**src/rtl/iir_out_decimator.sv**
```systemverilog
// Output stage behind the biquad IIR filter. It does boxcar decimation by
// R = 1/2/4/8, then round-half-up, an extra arithmetic shift and saturation to
// OUT_W bits. Results go into a small first-word-fall-through FIFO that has a
// valid/ready handshake toward the sink.
//
// Ports:
//   clk, reset      clock, asynchronous active-low reset
//   en              block enable; low clears the accumulator and frame counter
//   dec_sel         decimation select (R = 1 << dec_sel), latched per frame
//   in_data/valid   signed filter samples; there is no backpressure
//   out_data/valid  FIFO head (registered) and FIFO-not-empty
//   out_ready       sink accepts the head when out_valid & out_ready
//   ovf, sat        sticky flags: sample dropped on full FIFO / sample clipped
//   clr_flags       synchronous clear of ovf and sat (a set in the same cycle wins)
//   fifo_level      current FIFO occupancy
module iir_out_decimator #(
    parameter int unsigned IN_W       = 32,
    parameter int unsigned OUT_W      = 16,
    parameter int unsigned SHIFT      = 0,
    parameter int unsigned FIFO_DEPTH = 4
) (
    input  logic                          clk,
    input  logic                          reset,
    input  logic                          en,
    input  logic [1:0]                    dec_sel,
    input  logic [IN_W-1:0]               in_data,
    input  logic                          in_valid,
    output logic [OUT_W-1:0]              out_data,
    output logic                          out_valid,
    input  logic                          out_ready,
    output logic                          ovf,
    output logic                          sat,
    input  logic                          clr_flags,
    output logic [$clog2(FIFO_DEPTH):0]   fifo_level
);

    localparam int unsigned ACC_W = IN_W + 3;
    localparam int unsigned RND_W = ACC_W + 1;
    localparam int unsigned PTR_W = $clog2(FIFO_DEPTH);
    localparam int unsigned LVL_W = PTR_W + 1;
    localparam int unsigned N_W   = 5;

    localparam logic signed [RND_W-1:0] SAT_MAX =
        $signed({{(RND_W-OUT_W+1){1'b0}}, {(OUT_W-1){1'b1}}});
    localparam logic signed [RND_W-1:0] SAT_MIN =
        $signed({{(RND_W-OUT_W+1){1'b1}}, {(OUT_W-1){1'b0}}});

    // Accumulate-and-dump state
    logic signed [ACC_W-1:0] acc_q, acc_d;
    logic [2:0]              cnt_q, cnt_d;
    logic [1:0]              k_q, k_d;

    // Stage 1: frame sum; stage 2: rounded and saturated sample
    logic signed [ACC_W-1:0] s1_q, s1_d;
    logic [1:0]              s1_k_q, s1_k_d;
    logic                    s1_vld_q, s1_vld_d;
    logic [OUT_W-1:0]        s2_q, s2_d;
    logic                    s2_vld_q, s2_vld_d;

    // FIFO
    logic [OUT_W-1:0]        mem_q [FIFO_DEPTH];
    logic [PTR_W-1:0]        wr_q, wr_d, rd_q, rd_d;
    logic [LVL_W-1:0]        lvl_q, lvl_d;
    logic [OUT_W-1:0]        head_q, head_d;
    logic                    vld_q, vld_d;
    logic                    ovf_q, ovf_d, sat_q, sat_d;

    // Combinational intermediates
    logic                    accept, last, clip_hi, clip_lo, pop, full, push_ok, drop;
    logic [1:0]              k_eff;
    logic signed [ACC_W-1:0] in_sx, sum;
    logic [N_W-1:0]          n;
    logic [RND_W-1:0]        rnd_add;
    logic signed [RND_W-1:0] rnd, shifted;
    logic [OUT_W-1:0]        sat_val;

    // Next-state logic for the datapath, FIFO and flags
    always_comb begin
        acc_d    = acc_q;
        cnt_d    = cnt_q;
        k_d      = k_q;
        s1_d     = s1_q;
        s1_k_d   = s1_k_q;
        s1_vld_d = 1'b0;
        s2_d     = s2_q;
        s2_vld_d = s1_vld_q;
        wr_d     = wr_q;
        rd_d     = rd_q;
        lvl_d    = lvl_q;
        head_d   = head_q;
        vld_d    = vld_q;
        ovf_d    = ovf_q;
        sat_d    = sat_q;

        // A new frame uses the live dec_sel. Mid-frame the latched k is used.
        accept = en & in_valid;
        k_eff  = (cnt_q == 3'd0) ? dec_sel : k_q;
        last   = (cnt_q == 3'((4'd1 << k_eff) - 4'd1));
        in_sx  = {{(ACC_W-IN_W){in_data[IN_W-1]}}, in_data};
        sum    = ((cnt_q == 3'd0) ? ACC_W'(0) : acc_q) + in_sx;

        if (!en) begin
            acc_d = '0;
            cnt_d = '0;
        end else if (in_valid) begin
            acc_d = sum;
            if (cnt_q == 3'd0) begin
                k_d = dec_sel;
            end
            cnt_d = last ? 3'd0 : cnt_q + 3'd1;
            if (last) begin
                s1_d     = sum;
                s1_k_d   = k_eff;
                s1_vld_d = 1'b1;
            end
        end

        // Average by shifting with round-half-up, then clamp to OUT_W
        n       = N_W'(s1_k_q) + N_W'(SHIFT);
        rnd_add = (n == '0) ? '0 : (RND_W'(1) << (n - N_W'(1)));
        rnd     = {s1_q[ACC_W-1], s1_q} + rnd_add;
        shifted = rnd >>> n;
        clip_hi = shifted > SAT_MAX;
        clip_lo = shifted < SAT_MIN;
        sat_val = clip_hi ? SAT_MAX[OUT_W-1:0] :
                  clip_lo ? SAT_MIN[OUT_W-1:0] : shifted[OUT_W-1:0];
        if (s1_vld_q) begin
            s2_d = sat_val;
        end

        // FIFO. A push into a full FIFO is still legal when a pop happens in the same cycle.
        pop     = vld_q & out_ready;
        full    = (lvl_q == LVL_W'(FIFO_DEPTH));
        push_ok = s2_vld_q & (~full | pop);
        drop    = s2_vld_q & full & ~pop;
        if (pop) begin
            rd_d = rd_q + PTR_W'(1);
        end
        if (push_ok) begin
            wr_d = wr_q + PTR_W'(1);
        end
        lvl_d = lvl_q + LVL_W'(push_ok) - LVL_W'(pop);
        vld_d = (lvl_d != '0);

        // Registered head. If the FIFO empties, the last value is kept.
        if (lvl_d != '0) begin
            if ((lvl_q - LVL_W'(pop)) == '0) begin
                head_d = s2_q;
            end else begin
                head_d = mem_q[rd_d];
            end
        end

        ovf_d = (ovf_q & ~clr_flags) | drop;
        sat_d = (sat_q & ~clr_flags) | (s1_vld_q & (clip_hi | clip_lo));
    end

    // State registers
    always_ff @(posedge clk or negedge reset) begin
        if (!reset) begin
            acc_q    <= '0;
            cnt_q    <= '0;
            k_q      <= '0;
            s1_q     <= '0;
            s1_k_q   <= '0;
            s1_vld_q <= 1'b0;
            s2_q     <= '0;
            s2_vld_q <= 1'b0;
            wr_q     <= '0;
            rd_q     <= '0;
            lvl_q    <= '0;
            head_q   <= '0;
            vld_q    <= 1'b0;
            ovf_q    <= 1'b0;
            sat_q    <= 1'b0;
        end else begin
            acc_q    <= acc_d;
            cnt_q    <= cnt_d;
            k_q      <= k_d;
            s1_q     <= s1_d;
            s1_k_q   <= s1_k_d;
            s1_vld_q <= s1_vld_d;
            s2_q     <= s2_d;
            s2_vld_q <= s2_vld_d;
            wr_q     <= wr_d;
            rd_q     <= rd_d;
            lvl_q    <= lvl_d;
            head_q   <= head_d;
            vld_q    <= vld_d;
            ovf_q    <= ovf_d;
            sat_q    <= sat_d;
        end
    end

    // FIFO storage
    always_ff @(posedge clk or negedge reset) begin
        if (!reset) begin
            for (int i = 0; i < FIFO_DEPTH; i++) begin
                mem_q[i] <= '0;
            end
        end else if (push_ok) begin
            mem_q[wr_q] <= s2_q;
        end
    end

    assign out_data   = head_q;
    assign out_valid  = vld_q;
    assign ovf        = ovf_q;
    assign sat        = sat_q;
    assign fifo_level = lvl_q;

endmodule
```
**config.mk**
```make
export PLATFORM = sky130hd
export DESIGN_NAME = iir_out_decimator
export DESIGN_NICKNAME = d
export VERILOG_FILES = /design/src/rtl/iir_out_decimator.sv
export SDC_FILE = /design/constraint.sdc
export NUM_CORES = 1
export LEC_CHECK = 0
export ABC_CLOCK_PERIOD_IN_PS = 5800
export CAP_MARGIN = 20
export CORE_MARGIN = 5
export CORE_UTILIZATION = 30
export CTS_BUF_LIST = sky130_fd_sc_hd__clkbuf_4
export CTS_CLUSTER_SIZE = 20
export DETAILED_ROUTE_END_ITERATION = 8
export GPL_TIMING_DRIVEN = 0
export PLACE_DENSITY_LB_ADDON = 0.12
export SETUP_SLACK_MARGIN = 0.2
export SKIP_CTS_REPAIR_TIMING = 1
export SYNTH_ARGS = -nofsm -noshare
export SYNTH_HDL_FRONTEND = slang
export SYNTH_SLANG_ARGS = --single-unit
```
**constraint.sdc**
```tcl
create_clock -name clk -period 5.8 [get_ports clk]
set_input_delay 1.16 -clock clk [delete_from_list [all_inputs] [get_ports clk]]
set_output_delay 1.16 -clock clk [all_outputs]
set_load 0.02 [all_outputs]
```
==> results.txt, run 1 <==
----------------------------------------------------
[Run status]
  Status ... finished clean

[Synthesis]
  Number of warnings reported in the yosys synthesis log ... 0
  Fraction of the yosys area taken by sequential cells ... 34.5%
  Combinational family with the most area after synthesis ... compound AO/OA/AOI/OAI gates
  EDFF count, synth ... 0
  Post-synthesis share of cell area spent on full adders, half adders and majority gates ... 7.44%
  Synthesized netlist cell count ... 1386
  Fraction of synthesized area in multiplexers ... 16.3%
  Average cell area after synthesis ... 9.69 um2
  Primary FF master, synth ... sky130_fd_sc_hd__dfrtp_1
  Number of library cell types mapped by synthesis ... 96
  Seq cells post-synth ... 185
  Simple-gate share of the synthesized area ... 15.6%
  Ys async rst share ... 100%
  Post-synthesis compound-gate area fraction ... 18.7%
  Mapped Area ... 13400 um2
  XOR/XNOR Fraction of Synth Area ... 4.05%

[Setup path]
  Crit path required time ... 6430 ps
  Critical Path, Cell by Cell ... clkbuf_2 > clkbuf_2 > nand2_1 > inv_1 > ha_1 > inv_1 > fa_1 > nand2b_1 > a21oi_2 > o21ai_1 > a2111oi_1 > a211oi_2 > a2111oi_2 > nand3b_1 > a2111oi_0 > nand4_1 > o311ai_1
  CP Capture Type ... flop
  Stage delay of the slowest cell on the critical path ... 530 ps
  Type of the worst setup path ... flop to flop
  Data arrival time of the critical path ... 5980 ps
  CP Launch Type ... flop
  Cell at the slowest stage of the critical path ... sky130_fd_sc_hd__a2111oi_2
  Maximum fanout count along the critical path ... 10

[Drt]
  Final routed wire length divided by cell count ... 18.3 um
  Count of routing violations after the opening detailed-route iteration ... 478
  Post-detailed-route via-to-cell ratio ... 5.16
  DRC violations left ... 0
  Via count of the routed design ... 10.9k
  Number of nets still failing antenna checks after routing ... 0
  Routed wire length ... 38500 um
  Router iterations before antenna repair ... 5

[Floorplan]
  Core region area ... 44200 um2
  # rows ... 77
  Die X ... 222 um
  Ports placed on the boundary ... 62
  Height of the chip ... 222 um
  Initial standard-cell utilization of the core ... 30.4%
  Die ar. ... 49100 um2

[STA]
  Final worst-path cycle share ... 92.2%
  Final total negative setup slack ... 0 ps
  Setup Viol. Count Final ... 0
  Slew of the pin with the lowest slew margin ... 975 ps
  Minimum period implied by the final worst setup slack ... 5350 ps
  Relative slew margins ... 34.7%
  Number of endpoints with negative hold slack in the final report ... 0
  Setup repair after global routing missed its margin ... yes
  Number of max-slew violations in the final report ... 0
  Worst Skew ... 33.9 ps
  Setup WS post-layout ... 453 ps
  Max Fclk ... 0.187 GHz

[Placement]
  Number of instances in the placed design ... 2070
  HPWL Detailed ... 29900 um
  Worst slack at placement ... 10.9 ps
  Final weighted congestion of routability-driven global placement ... 0.883
  Buffers on Ports ... 61
  DP Area ... 14900 um2

[Clocking]
  Maximum number of buffers from clock root to sink ... 2
  Clock tree from TritonCTS ... done
  H-tree Lvls ... 4
  Clock transition time at the flip-flop clock pins of the worst setup and hold paths ... 190 ps
  Clk Tree Root Cell ... sky130_fd_sc_hd__clkbuf_4
  Clk Latency, worst-skew pair ... 750 ps
  Number of sinks handled by clock tree synthesis ... 185
  Number of buffers inserted during clock tree synthesis ... 17

[GRT]
  Largest net degree at the start of global routing ... 79
  Via count of the first global-routing pass ... 10.8k
  Global route total overflow ... 0
  Antenna violations before repair ... 2
  Global-route wire length before repair ... 61800 um
  GRT Overall Usage ... 15.8%

[Power]
  Overall power of the completed layout ... 7610 uW
  Areal power density over the cells ... 500 nW/um2
  Leak Pwr ... 0.00675 uW
  Maximum vdd drop ... 175 uV

[Cells and area]
  Area Growth Syn to Fin ... 13.5%
  Layout net count ... 1615
  Fraction of final layout cells sized beyond drive strength 1 ... 13.7%
  Non-Filler Cell Area, Final ... 15200 um2
  Layout Cells excl Fill ... 2104

[Worst hold path]
  Type of the most critical hold path ... input pin to asynchronous set/reset pin

[Run]
  Max-Cap Viols ... 0

----------------------------------------------------
-- synth_stat cells, types with 18 or more instances --
library cell	instances	area [um2]
sky130_fd_sc_hd__dfrtp_1	185	4630
sky130_fd_sc_hd__nand2_1	120	450
sky130_fd_sc_hd__mux2_2	98	1100
sky130_fd_sc_hd__ha_1	75	938
sky130_fd_sc_hd__a21oi_1	71	355
sky130_fd_sc_hd__mux2i_1	70	701
sky130_fd_sc_hd__o21ai_0	68	340
sky130_fd_sc_hd__nor2_1	66	248
sky130_fd_sc_hd__nor2b_1	48	300
sky130_fd_sc_hd__clkbuf_1	45	169
sky130_fd_sc_hd__and2_1	42	263
sky130_fd_sc_hd__xnor2_1	42	368
sky130_fd_sc_hd__inv_1	40	150
sky130_fd_sc_hd__a21o_1	27	203
sky130_fd_sc_hd__nand3_1	26	130
sky130_fd_sc_hd__nor3_1	21	105
sky130_fd_sc_hd__xor2_1	20	175
sky130_fd_sc_hd__a211oi_1	18	135
-- report_power, final --
| part | switching [uW] | leakage (uW) | internal [uW] |
|---|---|---|---|
| registers | 318 | 0.00237 | 1730 |
| clock network | 550 | 0.000137 | 186 |
| logic | 2840 | 0.00424 | 1990 |
-- metrics by stage --
step	utilization [%]	hold slack, ps
6_report	34.5	291
5_1_grt	34.5	236
4_1_cts	34.4	194
3_5_place_dp	33.8	363
3_3_place_gp	33.7	362
2_1_floorplan	-	352
-- per-layer routing --
layer	vias up	track usage, %	wire length, um
met4	0	4.35	631
met3	38	2.90	1080
met2	162	25.8	18300
met5	-	0	0
li1	5358	-	-
met1	5292	21.5	18600
-- cell usage in the layout (no fill, tap or decap), types with 18 or more instances in the layout --
master and count:
sky130_fd_sc_hd__a21o_1 27, sky130_fd_sc_hd__a21oi_1 71, sky130_fd_sc_hd__and2_1 42, sky130_fd_sc_hd__clkbuf_1 40, sky130_fd_sc_hd__clkbuf_4 18, sky130_fd_sc_hd__clkdlybuf4s50_1 60
sky130_fd_sc_hd__conb_1 29, sky130_fd_sc_hd__dfrtp_1 185, sky130_fd_sc_hd__ha_1 75, sky130_fd_sc_hd__inv_1 39, sky130_fd_sc_hd__mux2_2 98, sky130_fd_sc_hd__mux2i_1 70
sky130_fd_sc_hd__nand2_1 120, sky130_fd_sc_hd__nand3_1 26, sky130_fd_sc_hd__nor2_1 66, sky130_fd_sc_hd__nor2b_1 48, sky130_fd_sc_hd__nor3_1 21, sky130_fd_sc_hd__o21ai_0 68
sky130_fd_sc_hd__xnor2_1 42, sky130_fd_sc_hd__xor2_1 20
-- critical path, delay by kind of cell (launching register included) --
kind	cells	cell delay, ps
buffers and inverters	4	710
AND/OR/NAND/NOR	4	920
adder cells (fa/ha/maj)	2	590
flip-flops	1	410
AO/OA/AOI/OAI	7	2580
-- final timing paths --
kind / startpoint / cells after the start / slack, ps / to
max: s1_k_q[0] / 17 / 450 / s2_q[2]
min: reset / 1 / 290 / fifo_level[1]
max reg2reg: s1_k_q[0] / 17 / 450 / s2_q[2]
min reg2reg: s1_vld_q / 0 / 390 / s2_vld_q
max in group asynchronous: reset / 3 / 4390 / cnt_q[2]
min in group clk: s1_vld_q / 0 / 390 / s2_vld_q
-- sequential cells by signal (all words and copies together) (netlist names) --
signal / count
ovf: 1
rd_q: 2
acc_q: 35
k_q: 2
s1_k_q: 2
mem_q: 64
out_valid: 1
wr_q: 2
cnt_q: 3
fifo_level: 3
s1_q: 35
sat: 1
s1_vld_q: 1
out_data: 16
s2_q: 16
s2_vld_q: 1
-- layout make-up --
type / count / area (um2)
Clock inverter: 14 / 111
Clock buffer: 18 / 135
Sequential cell: 185 / 4630
Multi-Input combinational cell: 1118 / 8460
Fill cell: 4599 / 29000
Tap cell: 592 / 741
Timing Repair Buffer: 64 / 678
Buffer: 69 / 313
Antenna cell: 2 / 5.00
Inverter: 42 / 161
-- cells by family after synthesis --
kind of cell,count (synthesis)
XOR/XNOR,62
buffers and inverters,111
flip-flops,185
AO/OA/AOI/OAI,355
AND/OR/NAND/NOR,409
other,1
multiplexers,185
adder cells (fa/ha/maj),78
Power figures use the tool's default switching activity.
==> run 2, diff against run 1 <==
--- a/config.mk
+++ b/config.mk
@@ -9,7 +9,6 @@
 export CAP_MARGIN = 20
 export CORE_MARGIN = 5
 export CORE_UTILIZATION = 30
-export CTS_BUF_LIST = sky130_fd_sc_hd__clkbuf_4
 export CTS_CLUSTER_SIZE = 20
 export DETAILED_ROUTE_END_ITERATION = 8
 export GPL_TIMING_DRIVEN = 0
==> run 2 against run 1 <==
  * Non-clock buffer count did not move
  * Highest routed layer unchanged
  * Sequential share of layout area fell by 0.58 points
  * Critical path type unchanged
  * Worst setup slack improved by 35 ps
  * Critical path depth rose by 2
==> results.txt, run 2 (same netlist as run 1, synthesis figures left out) <==
----------------------------------------------------
[Setup path]
  Maximum fanout count along the critical path ... 10
  Crit path required time ... 6210 ps
  CP Launch Type ... flop
  Start point of the critical path ... s1_k_q[0]
  Data arrival time of the critical path ... 5730 ps
  Critical path buffers and inverters ... 5
  CP Capture Type ... flop
  Cell at the slowest stage of the critical path ... sky130_fd_sc_hd__a31oi_1
  Critical Path, Cell by Cell ... clkbuf_2 > clkbuf_2 > nand2_1 > inv_1 > ha_1 > inv_1 > fa_1 > nand2b_1 > a21oi_2 > o21ai_1 > a31oi_1 > nor2_1 > a311oi_2 > mux2_2 > nand4_1 > nor4_1 > and4_1 > buf_4 > a311o_1
  Crit path max-delay family ... compound AO/OA/AOI/OAI gates
  Startpoint of the lowest-slack register-to-register path ... s1_k_q[0]
  Stage delay of the slowest cell on the critical path ... 500 ps
  Type of the worst setup path ... flop to flop

[Worst hold path]
  Type of the most critical hold path ... flop to flop
  Launch point of the worst hold path ... s1_vld_q

[Drt]
  Routed wire length ... 38500 um
  Post-detailed-route via-to-cell ratio ... 5.14
  Number of nets still failing antenna checks after routing ... 0
  Via count of the routed design ... 10.8k
  DRC violations left ... 0
  Router iterations before antenna repair ... 5
  Count of routing violations after the opening detailed-route iteration ... 501
  Final routed wire length divided by cell count ... 18.3 um

[Cells and area]
  Footprint of the flip-flops and latches ... 4630 um2
  Flip-flop count of the largest register after layout ... 64
  Non-Filler Cell Area, Final ... 15500 um2
  Most frequent standard cell in the layout excluding fill and tap cells ... sky130_fd_sc_hd__dfrtp_1
  Area used by multi-input combinational logic ... 8460 um2
  Layout net count ... 1615
  Fraction of final layout cells sized beyond drive strength 1 ... 13.7%
  Layout Cells excl Fill ... 2102
  Fillers ... 4574
  Largest registers ... mem_q x64, acc_q x35, s1_q x35
  Most flops, register ... mem_q
  Area Growth Syn to Fin ... 15.7%
  Top library cells by usage in the layout, fill and taps aside ... sky130_fd_sc_hd__dfrtp_1, sky130_fd_sc_hd__nand2_1, sky130_fd_sc_hd__mux2_2
  Diode count ... 0

[STA]
  Setup repair after global routing missed its margin ... no
  Max Fclk ... 0.188 GHz
  Final worst-path cycle share ... 91.6%
  Slew of the pin with the lowest slew margin ... 959 ps
  Setup WS post-layout ... 488 ps
  Number of endpoints with negative hold slack in the final report ... 0
  Number of max-slew violations in the final report ... 0
  Worst hold slack across all endpoints ... 383 ps
  Minimum period implied by the final worst setup slack ... 5310 ps
  Relative slew margins ... 35.8%
  Worst Skew ... 11.6 ps
  Setup Viol. Count Final ... 0

[Power]
  Share of total power in combinational logic ... 60.0%
  Overall power of the completed layout ... 8040 uW
  Sequential share of power ... 25.5%
  Maximum vdd drop ... 203 uV
  Leak Pwr ... 0.00688 uW
  Total net switching power ... 3740 uW
  Switching fraction of total power ... 46.5%
  Internal power ... 4300 uW
  Areal power density over the cells ... 518 nW/um2
  Clock power frac ... 14.5%

[Clocking]
  Maximum number of buffers from clock root to sink ... 2
  Clk Latency, worst-skew pair ... 480 ps
  Number of sinks handled by clock tree synthesis ... 185
  Number of buffers inserted during clock tree synthesis ... 17
  Clock transition time at the flip-flop clock pins of the worst setup and hold paths ... 80 ps
  Clk Tree Root Cell ... sky130_fd_sc_hd__clkbuf_16
  H-tree Lvls ... 4
  Clock tree from TritonCTS ... done

[Floorplan]
  Die ar. ... 49100 um2
  # rows ... 77
  Core region area ... 44200 um2
  Ports placed on the boundary ... 62
  Die X ... 222 um
  Height of the chip ... 222 um
  Initial standard-cell utilization of the core ... 30.4%

[Run status]
  Status ... finished clean

[GRT]
  GRT Overall Usage ... 15.8%
  Via count of the first global-routing pass ... 10.9k
  Global route total overflow ... 0
  Global-route wire length before repair ... 62000 um
  Largest net degree at the start of global routing ... 79
  Antenna violations before repair ... 0

[Run]
  Max-Cap Viols ... 0

[Placement]
  Buffers on Ports ... 61
  Number of instances in the placed design ... 2070
  HPWL Detailed ... 29900 um
  Worst slack at placement ... 10.9 ps
  DP Area ... 14900 um2
  Final weighted congestion of routability-driven global placement ... 0.883

----------------------------------------------------
run 2: cell types whose count changed in the layout (fill, tap and decap cells not counted), sizes merged:
cell	before	now
clkinv	4	3
clkbuf	65	66
diode	2	0
run 2: path summary, 6_finish.rpt:
check | end | slack, ps | cells after the start
max in group asynchronous | cnt_q[2] | 4110 | 3
hold reg to reg | s2_vld_q | 380 | 0
min in group asynchronous | fifo_level[1] | 580 | 1
setup / recovery | s2_q[7] | 490 | 19
hold / removal | s2_vld_q | 380 | 0
setup reg to reg | s2_q[7] | 490 | 19
run 2: layer usage:
metal / vias to the layer above / track usage, % / part of all wire, %
met1: 5259 / 21.5 / 48
met5: - / 0 / 0
met3: 39 / 2.50 / 2.7
met2: 158 / 26.0 / 47
met4: 0 / 4.83 / 1.8
li1: 5358 / - / -
run 2: layout make-up:
cell class / count / share of cell area, %
Timing Repair Buffer: 64 / 4.36
Sequential cell: 185 / 29.8
Clock buffer: 19 / 2.85
Inverter: 42 / 1.04
Tap cell: 592 / 4.77
Buffer: 69 / 2.01
Multi-Input combinational cell: 1118 / 54.5
Clock inverter: 13 / 0.693
run 2: through the flow:
| step | TNS (ps) | util (%) |
|---|---|---|
| global placement | -922870 | 33.7 |
| floorplan | 0 | - |
| CTS | -342 | 35.0 |
| detailed placement | 0 | 33.8 |
| global route | 0 | 35.1 |
| finish | 0 | 35.1 |
run 2: power groups by stage:
stage                     sequential (uW)  clock (uW)  combinational, uW
after CTS                            2060        1220               4700
after detailed placement             2080           0               4680
after floorplan                      2030           0               3480
final                                2050        1160               4830
after global placement               2080           0               4650
after global routing                 2130        1270               5340
run 2: worst register-to-register path, delay by kind of cell (launching register included):
family | cells | cell delay [ps]
AO/OA/AOI/OAI | 5 | 1660
adder cells (fa/ha/maj) | 2 | 590
buffers and inverters | 5 | 900
flip-flops | 1 | 380
multiplexers | 1 | 370
AND/OR/NAND/NOR | 6 | 1360
==> run 3, diff against run 2 <==
--- a/config.mk
+++ b/config.mk
@@ -7,6 +7,7 @@
 export LEC_CHECK = 0
 export ABC_CLOCK_PERIOD_IN_PS = 5800
 export CAP_MARGIN = 20
+export CORE_ASPECT_RATIO = 1.75
 export CORE_MARGIN = 5
 export CORE_UTILIZATION = 30
 export CTS_CLUSTER_SIZE = 20
==> run 3 against run 2 <==
  * Non-clock buffer count stayed put
  * Flip-flop and latch count stayed put
  * Final area is 0.52% higher
  * First-iteration DRC count is 20% lower
  * Maximum frequency is 1.8% lower
  * Via count is 0.34% higher
  * Die area is 0.34% higher
  * Critical endpoint is now s2_q[10]
  * Largest power group unchanged
==> results.txt, run 3 (same netlist as run 1, synthesis figures left out) <==
----------------------------------------------------
[Run status]
  Status ... finished clean

[Clocking]
  Clock tree from TritonCTS ... done
  Clk Latency, worst-skew pair ... 470 ps
  Number of buffers inserted during clock tree synthesis ... 17
  Number of sinks handled by clock tree synthesis ... 185
  H-tree Lvls ... 4
  Clock transition time at the flip-flop clock pins of the worst setup and hold paths ... 90 ps
  Clk Tree Root Cell ... sky130_fd_sc_hd__clkbuf_16
  Maximum number of buffers from clock root to sink ... 2

[Cells and area]
  Layout net count ... 1615
  Diode count ... 0
  Most frequent standard cell in the layout excluding fill and tap cells ... sky130_fd_sc_hd__dfrtp_1
  Largest registers ... mem_q x64, acc_q x35, s1_q x35
  Top library cells by usage in the layout, fill and taps aside ... sky130_fd_sc_hd__dfrtp_1, sky130_fd_sc_hd__nand2_1, sky130_fd_sc_hd__mux2_2
  Non-Filler Cell Area, Final ... 15600 um2
  Area Growth Syn to Fin ... 16.3%
  Flip-flop count of the largest register after layout ... 64
  Most flops, register ... mem_q
  Fraction of final layout cells sized beyond drive strength 1 ... 14.0%

[Setup path]
  Type of the worst setup path ... flop to flop
  Maximum fanout count along the critical path ... 10
  Start point of the critical path ... s1_k_q[0]
  Crit path required time ... 6190 ps
  Startpoint of the lowest-slack register-to-register path ... s1_k_q[0]
  CP Capture Type ... flop
  CP Launch Type ... flop
  Data arrival time of the critical path ... 5800 ps

[GRT]
  Global-route wire length before repair ... 64400 um
  Via count of the first global-routing pass ... 11.4k
  Largest net degree at the start of global routing ... 98
  GRT Overall Usage ... 16.6%
  Antenna violations before repair ... 0
  Global route total overflow ... 0

[STA]
  Max Fclk ... 0.185 GHz
  Worst Skew ... 28.9 ps
  Final worst-path cycle share ... 93.3%
  Number of endpoints with negative hold slack in the final report ... 0
  Minimum period implied by the final worst setup slack ... 5410 ps
  Relative slew margins ... 40.5%
  Setup Viol. Count Final ... 0
  Setup repair after global routing missed its margin ... yes
  Number of max-slew violations in the final report ... 0
  Slew of the pin with the lowest slew margin ... 889 ps

[Floorplan]
  Die X ... 170 um
  Die ar. ... 49200 um2
  # rows ... 102
  Initial standard-cell utilization of the core ... 30.3%
  Core region area ... 44300 um2
  Height of the chip ... 290 um
  Ports placed on the boundary ... 62

[Drt]
  DRC violations left ... 0
  Routed wire length ... 40400 um
  Via count of the routed design ... 10.9k
  Number of nets still failing antenna checks after routing ... 0
  Count of routing violations after the opening detailed-route iteration ... 400
  Final routed wire length divided by cell count ... 19.4 um
  Post-detailed-route via-to-cell ratio ... 5.21
  Router iterations before antenna repair ... 4

[Power]
  Overall power of the completed layout ... 8210 uW
  Maximum vdd drop ... 273 uV
  Leak Pwr ... 0.00690 uW
  Areal power density over the cells ... 526 nW/um2

[Run]
  Max-Cap Viols ... 0

[Placement]
  HPWL Detailed ... 32500 um
  Final weighted congestion of routability-driven global placement ... 0.897
  Buffers on Ports ... 61
  DP Area ... 14900 um2

[Worst hold path]
  Launch point of the worst hold path ... s1_vld_q
  Type of the most critical hold path ... flop to flop

----------------------------------------------------
## run 3: changes by cell type in the layout (fill, tap and decap cells not counted), moves of 2 or more
cell                         before  now
sky130_fd_sc_hd__clkinv_8         0    8
sky130_fd_sc_hd__clkinv_2         3    0
sky130_fd_sc_hd__clkinvlp_4       3    1
sky130_fd_sc_hd__inv_12           0    2
sky130_fd_sc_hd__inv_6            5    3
## run 3: area by class of cell
cell class / instances / area (um2)
fillers: 4608 / 28700
multi-input cells: 1118 / 8500
flip-flops and latches: 185 / 4630
well taps: 572 / 716
repair buffers: 64 / 658
clock buffers: 17 / 425
plain buffers: 69 / 313
clock inverters: 15 / 211
inverters: 42 / 161
## run 3: final timing paths
check | to | slack, ps | cells past startpoint
max in group asynchronous | s1_q[30] | 4140 | 2
worst max-delay path | s2_q[10] | 390 | 19
worst min register to register | s2_vld_q | 390 | 0
worst max register to register | s2_q[10] | 390 | 19
worst min-delay path | s2_vld_q | 390 | 0
min in group asynchronous | wr_q[1] | 650 | 1
## run 3: layer usage
layer	share of wire, %	up-vias	track usage [%]
met2	56	203	32.6
met1	36	5236	16.8
met4	5.2	0	8.46
met5	0	-	0
met3	2.2	83	1.70
li1	-	5329	-
## run 3: report_power, final
group	leakage, uW	switching [uW]	internal (uW)
clock	0.000305	654	599
combinational	0.00423	2900	2000
sequential	0.00237	322	1730
## run 3: worst max-delay path, stage by stage (launching register included)
cell and delay (ps):
sky130_fd_sc_hd__dfrtp_1 370, sky130_fd_sc_hd__clkbuf_2 260, sky130_fd_sc_hd__clkbuf_2 290, sky130_fd_sc_hd__nand2_1 260
sky130_fd_sc_hd__inv_1 120, sky130_fd_sc_hd__ha_1 210, sky130_fd_sc_hd__inv_1 70, sky130_fd_sc_hd__fa_1 410
sky130_fd_sc_hd__nand2b_1 190, sky130_fd_sc_hd__a21oi_2 250, sky130_fd_sc_hd__o21ai_1 270, sky130_fd_sc_hd__a2111oi_0 480
sky130_fd_sc_hd__a211oi_1 170, sky130_fd_sc_hd__a2111oi_2 530, sky130_fd_sc_hd__nand3b_1 150, sky130_fd_sc_hd__a2111oi_1 540
sky130_fd_sc_hd__nand4_1 150, sky130_fd_sc_hd__buf_4 200, sky130_fd_sc_hd__nor4_1 260, sky130_fd_sc_hd__a211o_1 140
## run 3: metrics by stage
stage,hold slack [ps],cells,util [%],TNS (ps),setup WS (ps)
3_5_place_dp,372,2049,33.6,-3590,-299
6_report,387,2082,35.3,0,390
4_1_cts,391,2081,35.1,-4380,-367
3_3_place_gp,378,2047,33.5,-900470,-4880
2_1_floorplan,352,1414,-,0,1440
5_1_grt,418,2082,35.3,0,203
